<file path="src/rtl/sec_dncnt.sv">
// BCD mm:ss countdown timer (59:59 .. 00:00) with start/stop, borrow pulse and timed alarm.
// Optional build macro SEC_DNCNT_AUTORELOAD_EN: reload the preset at expiry and keep counting.
module sec_dncnt #(
  parameter int ALARM_TICKS = 10
) (
  input  logic       CLK,
  input  logic       RST,
  input  logic       EN,
  input  logic       SS,
  input  logic       LOAD,
  input  logic [3:0] PSL,
  input  logic [2:0] PSH,
  input  logic [3:0] PML,
  input  logic [2:0] PMH,
  output logic [3:0] SL,
  output logic [2:0] SH,
  output logic [3:0] ML,
  output logic [2:0] MH,
  output logic       RUN,
  output logic       ALARM,
  output logic       BR
);

  typedef enum logic [1:0] {S_IDLE, S_RUN, S_PAUSE, S_DONE} state_t;

  localparam logic [7:0] TICK_LIMIT = 8'(ALARM_TICKS);

  state_t     state_q;
  logic [7:0] tick_q;
  logic [7:0] tick_inc;
  logic       tick_last;

  logic [3:0] p_sl, p_ml;
  logic [2:0] p_sh, p_mh;
  logic [3:0] d_sl, d_ml;
  logic [2:0] d_sh, d_mh;
  logic       count_zero, count_one;

  logic [3:0] r_sl, r_ml;
  logic [2:0] r_sh, r_mh;
  logic       use_reload;

  always_comb begin
    p_sl = (PSL > 4'd9) ? 4'd9 : PSL;
    p_sh = (PSH > 3'd5) ? 3'd5 : PSH;
    p_ml = (PML > 4'd9) ? 4'd9 : PML;
    p_mh = (PMH > 3'd5) ? 3'd5 : PMH;
  end

  // One-second decrement with borrow rippling SL -> SH -> ML -> MH.
  always_comb begin
    d_sl = (SL == 4'd0) ? 4'd9 : SL - 4'd1;
    d_sh = SH;
    d_ml = ML;
    d_mh = MH;
    if (SL == 4'd0) begin
      d_sh = (SH == 3'd0) ? 3'd5 : SH - 3'd1;
      if (SH == 3'd0) begin
        d_ml = (ML == 4'd0) ? 4'd9 : ML - 4'd1;
        if (ML == 4'd0) d_mh = MH - 3'd1;
      end
    end
  end

  assign count_zero = (MH == 3'd0) && (ML == 4'd0) && (SH == 3'd0) && (SL == 4'd0);
  assign count_one  = (MH == 3'd0) && (ML == 4'd0) && (SH == 3'd0) && (SL == 4'd1);
  assign BR         = (state_q == S_RUN) && EN && count_one && !SS && !LOAD;
  assign tick_inc   = tick_q + 8'd1;
  assign tick_last  = (tick_inc == TICK_LIMIT);

`ifdef SEC_DNCNT_AUTORELOAD_EN
  always_ff @(posedge CLK or posedge RST) begin
    if (RST) begin
      r_sl <= '0;
      r_sh <= '0;
      r_ml <= '0;
      r_mh <= '0;
    end else if (LOAD) begin
      r_sl <= p_sl;
      r_sh <= p_sh;
      r_ml <= p_ml;
      r_mh <= p_mh;
    end
  end
  // A 00:00 reload value falls back to the plain expire-to-DONE behaviour.
  assign use_reload = (r_sl != 4'd0) || (r_sh != 3'd0) || (r_ml != 4'd0) || (r_mh != 3'd0);
`else
  assign r_sl       = '0;
  assign r_sh       = '0;
  assign r_ml       = '0;
  assign r_mh       = '0;
  assign use_reload = 1'b0;
`endif

  // NOTE: all state updates use non-blocking assignments so every register samples
  // pre-edge values; blocking here would make branch order change the hardware.
  always_ff @(posedge CLK or posedge RST) begin
    if (RST) begin
      state_q <= S_IDLE;
      tick_q  <= '0;
      SL      <= '0;
      SH      <= '0;
      ML      <= '0;
      MH      <= '0;
      RUN     <= 1'b0;
      ALARM   <= 1'b0;
    end else if (LOAD) begin
      state_q <= S_IDLE;
      tick_q  <= '0;
      SL      <= p_sl;
      SH      <= p_sh;
      ML      <= p_ml;
      MH      <= p_mh;
      RUN     <= 1'b0;
      ALARM   <= 1'b0;
    end else if (SS) begin
      unique case (state_q)
        S_IDLE: if (!count_zero) begin
          state_q <= S_RUN;
          RUN     <= 1'b1;
        end
        S_RUN: begin
          state_q <= S_PAUSE;
          RUN     <= 1'b0;
        end
        S_PAUSE: begin
          state_q <= S_RUN;
          RUN     <= 1'b1;
        end
        S_DONE: begin
          state_q <= S_IDLE;
          ALARM   <= 1'b0;
          tick_q  <= '0;
        end
      endcase
    end else if (EN) begin
      if (BR) begin
        ALARM  <= 1'b1;
        tick_q <= '0;
        SL     <= r_sl;
        SH     <= r_sh;
        ML     <= r_ml;
        MH     <= r_mh;
        if (!use_reload) begin
          state_q <= S_DONE;
          RUN     <= 1'b0;
        end
      end else begin
        if (state_q == S_RUN) begin
          SL <= d_sl;
          SH <= d_sh;
          ML <= d_ml;
          MH <= d_mh;
        end
        // Alarm ticks are counted on EN while the alarm sounds, whatever the count is doing.
        if (ALARM) begin
          if (tick_last) begin
            ALARM  <= 1'b0;
            tick_q <= '0;
            if (state_q == S_DONE) state_q <= S_IDLE;
          end else begin
            tick_q <= tick_inc;
          end
        end
      end
    end
  end

endmodule

</file>
<file path="config.mk">
export PLATFORM = sky130hd
export DESIGN_NAME = sec_dncnt
export DESIGN_NICKNAME = d
export VERILOG_FILES = /design/src/rtl/sec_dncnt.sv
export SDC_FILE = /design/constraint.sdc
export NUM_CORES = 1
export LEC_CHECK = 0
export ABC_AREA = 1
export CORE_UTILIZATION = 52
export DETAILED_ROUTE_END_ITERATION = 10
export GPL_TIMING_DRIVEN = 0
export MAX_ROUTING_LAYER = met4
export PLACE_DENSITY = 0.89
export SYNTH_ARGS = -nofsm -noshare
export SYNTH_HDL_FRONTEND = slang
export SYNTH_SLANG_ARGS = --single-unit
</file>
<file path="constraint.sdc">
create_clock -name CLK -period 2 [get_ports CLK]
set_input_delay 0.3 -clock CLK [delete_from_list [all_inputs] [get_ports CLK]]
set_output_delay 0.3 -clock CLK [all_outputs]
set_load 0.05 [all_outputs]
</file>
After elaboration in Yosys (flattened, before gate mapping):

Cells that the tools add are included.
Widths: inputs -> output; s select.

* $add $sub $neg: 5
* $lt $le $gt $ge: 4
* equal/unequal tests: 9
* mux-type cells: 62
* reduce and logical (&&, ||, !) cells: 33

Operators by type and width (count)
* $mux 4: 16
* $mux 8: 7
* $mux 3: 17
* $reduce_bool 3->1: 6
* $mux 2: 8
* $mux 1: 12
* $reduce_bool 4->1: 3
* $reduce_and 5->1: 2
* $add 8x1->8 const B: 1
* $eq 8x4->1 const B: 1
* $gt 4x4->1 const B: 2
* $logic_and 1x1->1: 8
* $logic_not 4->1: 2
* $pmux 2 s4: 1
* $reduce_and 4->1: 2
* $sub 4x1->4 const B: 2
* $gt 3x3->1 const B: 2
* $logic_not 3->1: 2
* $reduce_and 3->1: 2
* $reduce_and 6->1: 1
* $sub 3x1->3 const B: 2
* $ne 5x1->1 const B: 1
* $eq 2x2->1 const B: 2
* $eq 4x1->1 const B: 1
* 9 further kinds: 10

* bits in registers: 26
* input bits: 19
* output and inout port bits: 17
* logic and storage cells: 121

Logic depth before layout (Yosys ltp):

Gate-level depths: netlist of run 1.

* depth after elaboration: 11
* mapped depth: 12
* mapped depth without buffers: 12

Least setup slack after synthesis of run 1:

OpenSTA, ideal clock, no wires.

* path kind: flip-flop to output port
* from: register ML[0]
* to: output port BR
* data arrival time: 1692 ps
* data required time: 1700 ps
* slack: 8 ps
* cell stages (with the launch flop): 7
* buffers on the path: 0
* path through: dfrtp_1 inv_1 ha_1 nand3_1 nor2_4 nand3_1 inv_1

* longest elaborated chain between the ends: 7

RTL lines
* start, declared: RTL line 17 `output logic [3:0] ML,`
* start signal, assigned: RTL line 112 `ML <= p_ml;`
* start signal, assigned: RTL line 142 `ML <= r_ml;`
* start signal, assigned: RTL line 152 `ML <= d_ml;`
* $logic_not 4->1: RTL line 66 `assign count_one = (MH == 3'd0) && (ML == 4'd0) && (SH == 3'd0) && (SL == 4'd1);`
* $logic_and 1x1->1 (3 in series): RTL line 66
* $logic_and 1x1->1 (3 in series): RTL line 67 `assign BR = (state_q == S_RUN) && EN && count_one && !SS && !LOAD;`
* end, declared: RTL line 21 `output logic BR`

Every way passes these cells.

Worst setup path after layout of run 1:

* from: register SH[1]
* to: output port SH[1]

RTL lines
* start, declared: RTL line 16 `output logic [2:0] SH,`
* start signal, assigned: RTL line 111 `SH <= p_sh;`
* start signal, assigned: RTL line 141 `SH <= r_sh;`
* start signal, assigned: RTL line 151 `SH <= d_sh;`

No word-level cell between the ends.

==> run metrics, run 1 <==
status=finished clean; Syn Nets=294; worst-path cell chain=clkdlybuf4s50_1; leakage=about 1.2 nW; Die X=62.5 um; hold slack=~0.42 ns; global placement routability congestion=around 0.84; fillers=269; Data arrival, critical path=1.64 ns; clk slew on worst S/H paths=0.14 ns; H-tree depth=1; register bit count reported by yosys=26; non-filler instance count after layout=roughly 360; Tcrit/Tclk final=0.969; # clock sinks=26; Max-slew headroom=0.331; first-pass GRT wire length=roughly 7500 um; syn_area_per_cell=between 7 and 8 sq um; Top Ports=36; Hold-fix buffers, CTS=0; Inserted Clock Buffers=3; R2R setup slack=0.18 ns; DRC Markers=0; Critical path buffers and inverters=1; proportion of layout cells with a drive suffix above 1=0.154; worst endpoint required time=between 1.5 and 2 ns; # setup viols final=0; gr ovfl total=0; Starting Density=0.558; core area=around 3400 sq um; Initial DRC Count=69; Cell Rows=21; Slowest-stage cell, CP=clkdlybuf4s50_1; CP top delay family=buffers and inverters; HPWL after detailed placement=roughly 3300 um; Mapped Area=roughly 1900 sq um; clk_lat worst skew=0.33 ns; First-pass DRT Iterations=5; placed cell area=2300 sq um; Hold Crit Depth=5; Die ar.=a little under 4000 sq um; CP endpoint kind=output port; Crit path largest cell delay=between 0.8 and 0.9 ns; Avg WL per Cell=roughly 12 um; final wirelength=between 4000 and 5000 um; top achievable clock speed=about 0.52 GHz; placed cells=between 300 and 400; Vias=1932; Syn Inst Count=about 270; Ys Warns=0; area grow syn2layout=27.5%; total chip power=2.37 mW; Hold Path Class=input pin to register; Max Slew Vio Count=0; n_diodes=0; initial antenna violation count=0; largest net degree at the start of global routing=27; worst vdd ir=a little over 0.0009 V; height of the die=approximately 63 um; Port-buffer cells=34; sequential share of the synthesized area=0.342; Fin Clk Skew=0.00313 ns; Routed Antenna Nets=0; worst-path maximum fanout=5; FF-to-FF path depth=13; Final WS setup=0.0618 ns; Placement Setup Slack=-0.567 ns; post-route cell area=between 2000 and 2500 sq um; pwr/cell area=between 900 and 1000 nW/um^2; fin crit period=1.94 ns; vias in the first global route=~1800; CTS Root Cell=clkbuf_4; clk buf depth=2; Worst path depth=1; Nets=between 300 and 400; Total GRT Usage=0.243; critical path class=register to output port; Slew @ Worst Pin=1.00 ns; max-cap check violation count=0; vias per std cell=between 5 and 6; Synth cell types=35; Final Hold Vio Count=0; crit path launch type=register; CTS tree=done
==> per-layer routing <==
metal  up-vias  share of wire  global-route usage
li1        962              -                   -
met4         0          0.014              0.0872
met5         -              0                   -
met3        10          0.045              0.0347
met2        62           0.51               0.423
met1       898           0.43               0.285
==> report_power, final <==
group          switching (mW)  total [mW]  internal [mW]
registers               0.102       0.733          0.631
clock network           0.163       0.274          0.112
logic                   0.853        1.36          0.508
total                    1.12        2.37           1.25
==> cells in the mapped netlist <==
cell type,number,area share
o21ai_1,13,0.034
nand3_1,25,0.066
a22oi_1,1,0.0039
nand3_2,5,0.026
and2_1,1,0.0033
a21oi_1,9,0.024
buf_2,1,0.0026
clkbuf_1,1,0.0020
dfrtp_1,26,0.34
nor2_8,1,0.011
inv_4,2,0.0066
nor2_2,3,0.0099
buf_6,2,0.012
o211ai_1,1,0.0039
o31ai_1,1,0.0039
nand2_4,4,0.024
o21ai_0,14,0.037
inv_2,4,0.0079
o21bai_1,1,0.0039
nand4_1,3,0.0099
xor2_1,1,0.0046
a31oi_2,1,0.0066
a31oi_1,1,0.0033
o22ai_1,4,0.013
nor2_1,19,0.037
nand2_1,67,0.13
ha_1,7,0.046
nand3b_1,1,0.0039
xnor2_1,1,0.0046
or2_1,1,0.0033
nor3_1,2,0.0053
nand2_2,4,0.013
o21a_1,1,0.0039
inv_1,37,0.073
nor2_4,3,0.018
==> layout by cell type, fill, tap and decap left out, drive strengths merged <==
cell type | synthesis | layout
clkdlybuf4s50 | 0 | 32
clkbuf | 1 | 5
nand2 | 75 | 75
nand3b | 1 | 1
nor3 | 2 | 2
nor2 | 26 | 26
buf | 3 | 9
o22ai | 4 | 4
o211ai | 1 | 1
and2 | 1 | 1
o31ai | 1 | 1
dfrtp | 26 | 26
or2 | 1 | 1
nand4 | 3 | 3
a21oi | 9 | 9
xnor2 | 1 | 1
inv | 43 | 43
a22oi | 1 | 1
o21a | 1 | 1
xor2 | 1 | 1
a31oi | 2 | 2
o21ai | 27 | 27
nand3 | 30 | 30
ha | 7 | 7
o21bai | 1 | 1
dlymetal6s2s | 0 | 1
==> through the flow <==
| step | setup TNS, ns | util |
|---|---|---|
| global placement | -0.557 | 0.674 |
| global route | -0.00126 | 0.711 |
| finish | 0 | 0.711 |
| floorplan | 0 | - |
| CTS | 0 | 0.699 |
| detailed placement | -0.567 | 0.674 |
==> logic make-up after synthesis <==
kind of cell / synth area share
compound gates: 0.137
xor+xnor: 0.00920
fa+ha+maj: 0.0460
buf+inv: 0.104
flops: 0.342
simple gates: 0.362
==> final timing paths <==
check	end	from
worst max-delay path	SH[1]	SH[1]$_DFFE_PP0P_
worst min-delay path	ML[2]$_DFFE_PP0P_	LOAD
worst max register to register	MH[0]$_DFFE_PP0P_	MH[0]$_DFFE_PP0P_
worst min register to register	RUN$_DFFE_PP0P_	RUN$_DFFE_PP0P_
max in group asynchronous	state_q[0]$_DFFE_PP0P_	RST
min in group asynchronous	tick_q[5]$_DFFE_PP0P_	RST
==> cell type report <==
| type | count | area, sq um | share of cell area |
|---|---|---|---|
| Multi-Input combinational cell | 195 | 1100 | 0.453 |
| Sequential cell | 26 | 651 | 0.268 |
| Timing Repair Buffer | 39 | 385 | 0.159 |
| Inverter | 43 | 166 | 0.0685 |
| Tap cell | 46 | 57.6 | 0.0237 |
| Clock buffer | 4 | 36.3 | 0.0149 |
| Buffer | 4 | 31.3 | 0.0129 |
==> what timing repair did <==
item | 4_1_cts | 5_1_grt
setup buffers | 4 | 1
resized for setup | 10 | 10
setup endpoints to repair | 1 | 4
pin swaps | 1 | 3
==> flip-flops by register name, summed over array words and instances (netlist names) <==
signal,flops
SH,3
RUN,1
SL,4
ML,4
MH,3
state_q,2
tick_q,8
ALARM,1
Power figures use the tool's default switching activity.
==> run 2: changes to the inputs <==
--- a/config.mk
+++ b/config.mk
@@ -6,11 +6,11 @@
 export NUM_CORES = 1
 export LEC_CHECK = 0
 export ABC_AREA = 1
-export CORE_UTILIZATION = 52
+export CORE_UTILIZATION = 50
 export DETAILED_ROUTE_END_ITERATION = 10
 export GPL_TIMING_DRIVEN = 0
 export MAX_ROUTING_LAYER = met4
-export PLACE_DENSITY = 0.89
+export PLACE_DENSITY = 0.86
 export SYNTH_ARGS = -nofsm -noshare
 export SYNTH_HDL_FRONTEND = slang
 export SYNTH_SLANG_ARGS = --single-unit
==> run 2 against run 1 <==
  * Global-route usage is 0.39 points lower
  * First-iteration DRC count is 68% higher
  * Die area is 3.9% higher
  * Clock power is 11% higher
  * Clock skew is 0.0091 ns higher
  * Utilization is 5.4 points lower
  * Worst hold slack better by 0.077 ns
  * Sequential cell count stayed put
  * Count of clock-buffer cells in the layout is 1 lower
  * Fmax is 0.46% lower
  * Critical endpoint is now BR
==> run metrics, run 2 (synthesis results as in run 1) <==
status=finished clean; total chip power=2.34 mW; Tcrit/Tclk final=0.974; worst-path cell chain=clkdlybuf4s50_1 -> nor2_1 -> nand3_4 -> inv_1 -> buf_6; proportion of layout cells with a drive suffix above 1=0.136; max FFs per register=8; Critical path buffers and inverters=3; Inserted Clock Buffers=3; Top Ports=36; worst endpoint required time=1.70 ns; hold slack=between 0.4 and 0.5 ns; Hold-fix buffers, CTS=0; pwr/cell area=between 900 and 1000 nW/um^2; max-cap check violation count=0; DRC Markers=0; leakage=1.17 nW; clk_lat worst skew=~0.28 ns; Die ar.=just over 4000 sq um; worst-path maximum fanout=6; Vias=roughly 1800; final wirelength=4370 um; largest net degree at the start of global routing=27; Avg WL per Cell=approximately 12 um; worst vdd ir=between 0.0007 and 0.0008 V; Starting Density=0.520; Max Slew Vio Count=0; # setup viols final=0; Fin Clk Skew=about 0.012 ns; gr ovfl total=0; global placement routability congestion=just under 0.9; Crit path largest cell delay=approximately 0.54 ns; Most flops, register=tick_q; clk slew on worst S/H paths=0.10 ns; commonest non-fill, non-tap cell in the layout=nand2_1; first-pass GRT wire length=7560 um; n_diodes=0; CTS tree=done; vias per std cell=5.16; Final WS setup=around 0.053 ns; Data arrival, critical path=1.65 ns; CP top delay family=buffers and inverters; area grow syn2layout=26.3%; top achievable clock speed=just over 0.5 GHz; placed cell area=approximately 2300 sq um; Final Hold Vio Count=0; Routed Antenna Nets=0; post-route cell area=about 2400 sq um; Total GRT Usage=0.239; clk buf depth=2; Hold Path Class=input pin to register; Initial DRC Count=approximately 120; vias in the first global route=between 1500 and 2000; critical path class=input pin to output port; height of the die=about 64 um; Slowest-stage cell, CP=clkdlybuf4s50_1; Placement Setup Slack=-0.559 ns; Cell Rows=22; HPWL after detailed placement=roughly 3200 um; crit path launch type=input pin; core area=roughly 3700 sq um; fin crit period=1.95 ns; most frequent cells in the layout=nand2_1 (67), inv_1 (36), clkdlybuf4s50_1 (33), dfrtp_1 (26), nand3_1 (24); # clock sinks=26; CTS Root Cell=clkbuf_8; initial antenna violation count=0; CP endpoint kind=output port; H-tree depth=1; Slew @ Worst Pin=just over 1 ns; Die X=between 60 and 70 um; Nets=337; First-pass DRT Iterations=5; largest registers=tick_q: 8 flops, ML: 4 flops, SL: 4 flops; Port-buffer cells=34; Max-slew headroom=0.319
## run 2: changes by cell type in the layout (fill, tap and decap cells not counted), sizes merged
cell,previous run,this run
clkdlybuf4s50,32,33
dlymetal6s2s,1,0
buf,9,8
clkbuf,5,4
## run 2: area by class of cell
| class | instances | area [sq um] |
|---|---|---|
| sequential | 26 | 651 |
| multi-input combinational | 195 | 1080 |
| fill | 320 | 1260 |
| clock buffer | 3 | 41.3 |
| timing repair buffer | 38 | 372 |
| tap | 48 | 60.1 |
| inverter | 43 | 166 |
| buffer | 4 | 31.3 |
## run 2: repair_timing
item                       4_1_cts  5_1_grt
pin swaps                        1        1
buffers inserted                 1        3
gates resized for setup          8        5
setup endpoints to repair        1        4
## run 2: worst paths after layout
path                            depth (start not counted)  slack (ns)              start                     to
worst min-delay path                                    3        0.50               LOAD      SL[1]$_DFFE_PP0P_
min in group asynchronous                               2        0.56                RST  tick_q[2]$_DFFE_PP0P_
worst max register to register                         13        0.12  MH[0]$_DFFE_PP0P_      MH[1]$_DFFE_PP0P_
max in group asynchronous                               2        0.81                RST      SL[2]$_DFFE_PP0P_
worst min register to register                          2        0.52    RUN$_DFFE_PP0P_        RUN$_DFFE_PP0P_
worst max-delay path                                    5        0.05                 SS                     BR
## run 2: per-layer routing
layer,vias up,GRT usage,wire [um]
li1,953,-,-
met1,850,0.249,1950
met4,0,0.0653,55
met5,-,-,0
met2,30,0.448,2210
met3,8,0.0489,151
## run 2: worst reg2reg max path, delay by kind of cell, from the launching register on
kind                     cells  cell delay, ns
AND/OR/NAND/NOR              8            0.80
flip-flops                   1            0.39
buffers and inverters        3            0.32
adder cells (fa/ha/maj)      2            0.28
## run 2: report_power, final
| group | switching (mW) | total, mW | internal, mW |
|---|---|---|---|
| combinational | 0.811 | 1.30 | 0.488 |
| clock | 0.170 | 0.305 | 0.135 |
| sequential | 0.102 | 0.733 | 0.631 |
## run 2: stage by stage
step	setup TNS, ns	std cells	utilization
global route	-0.0681	357	0.657
global placement	-0.541	350	0.630
floorplan	0	268	-
detailed placement	-0.559	350	0.630
CTS	0	354	0.644
finish	0	357	0.657
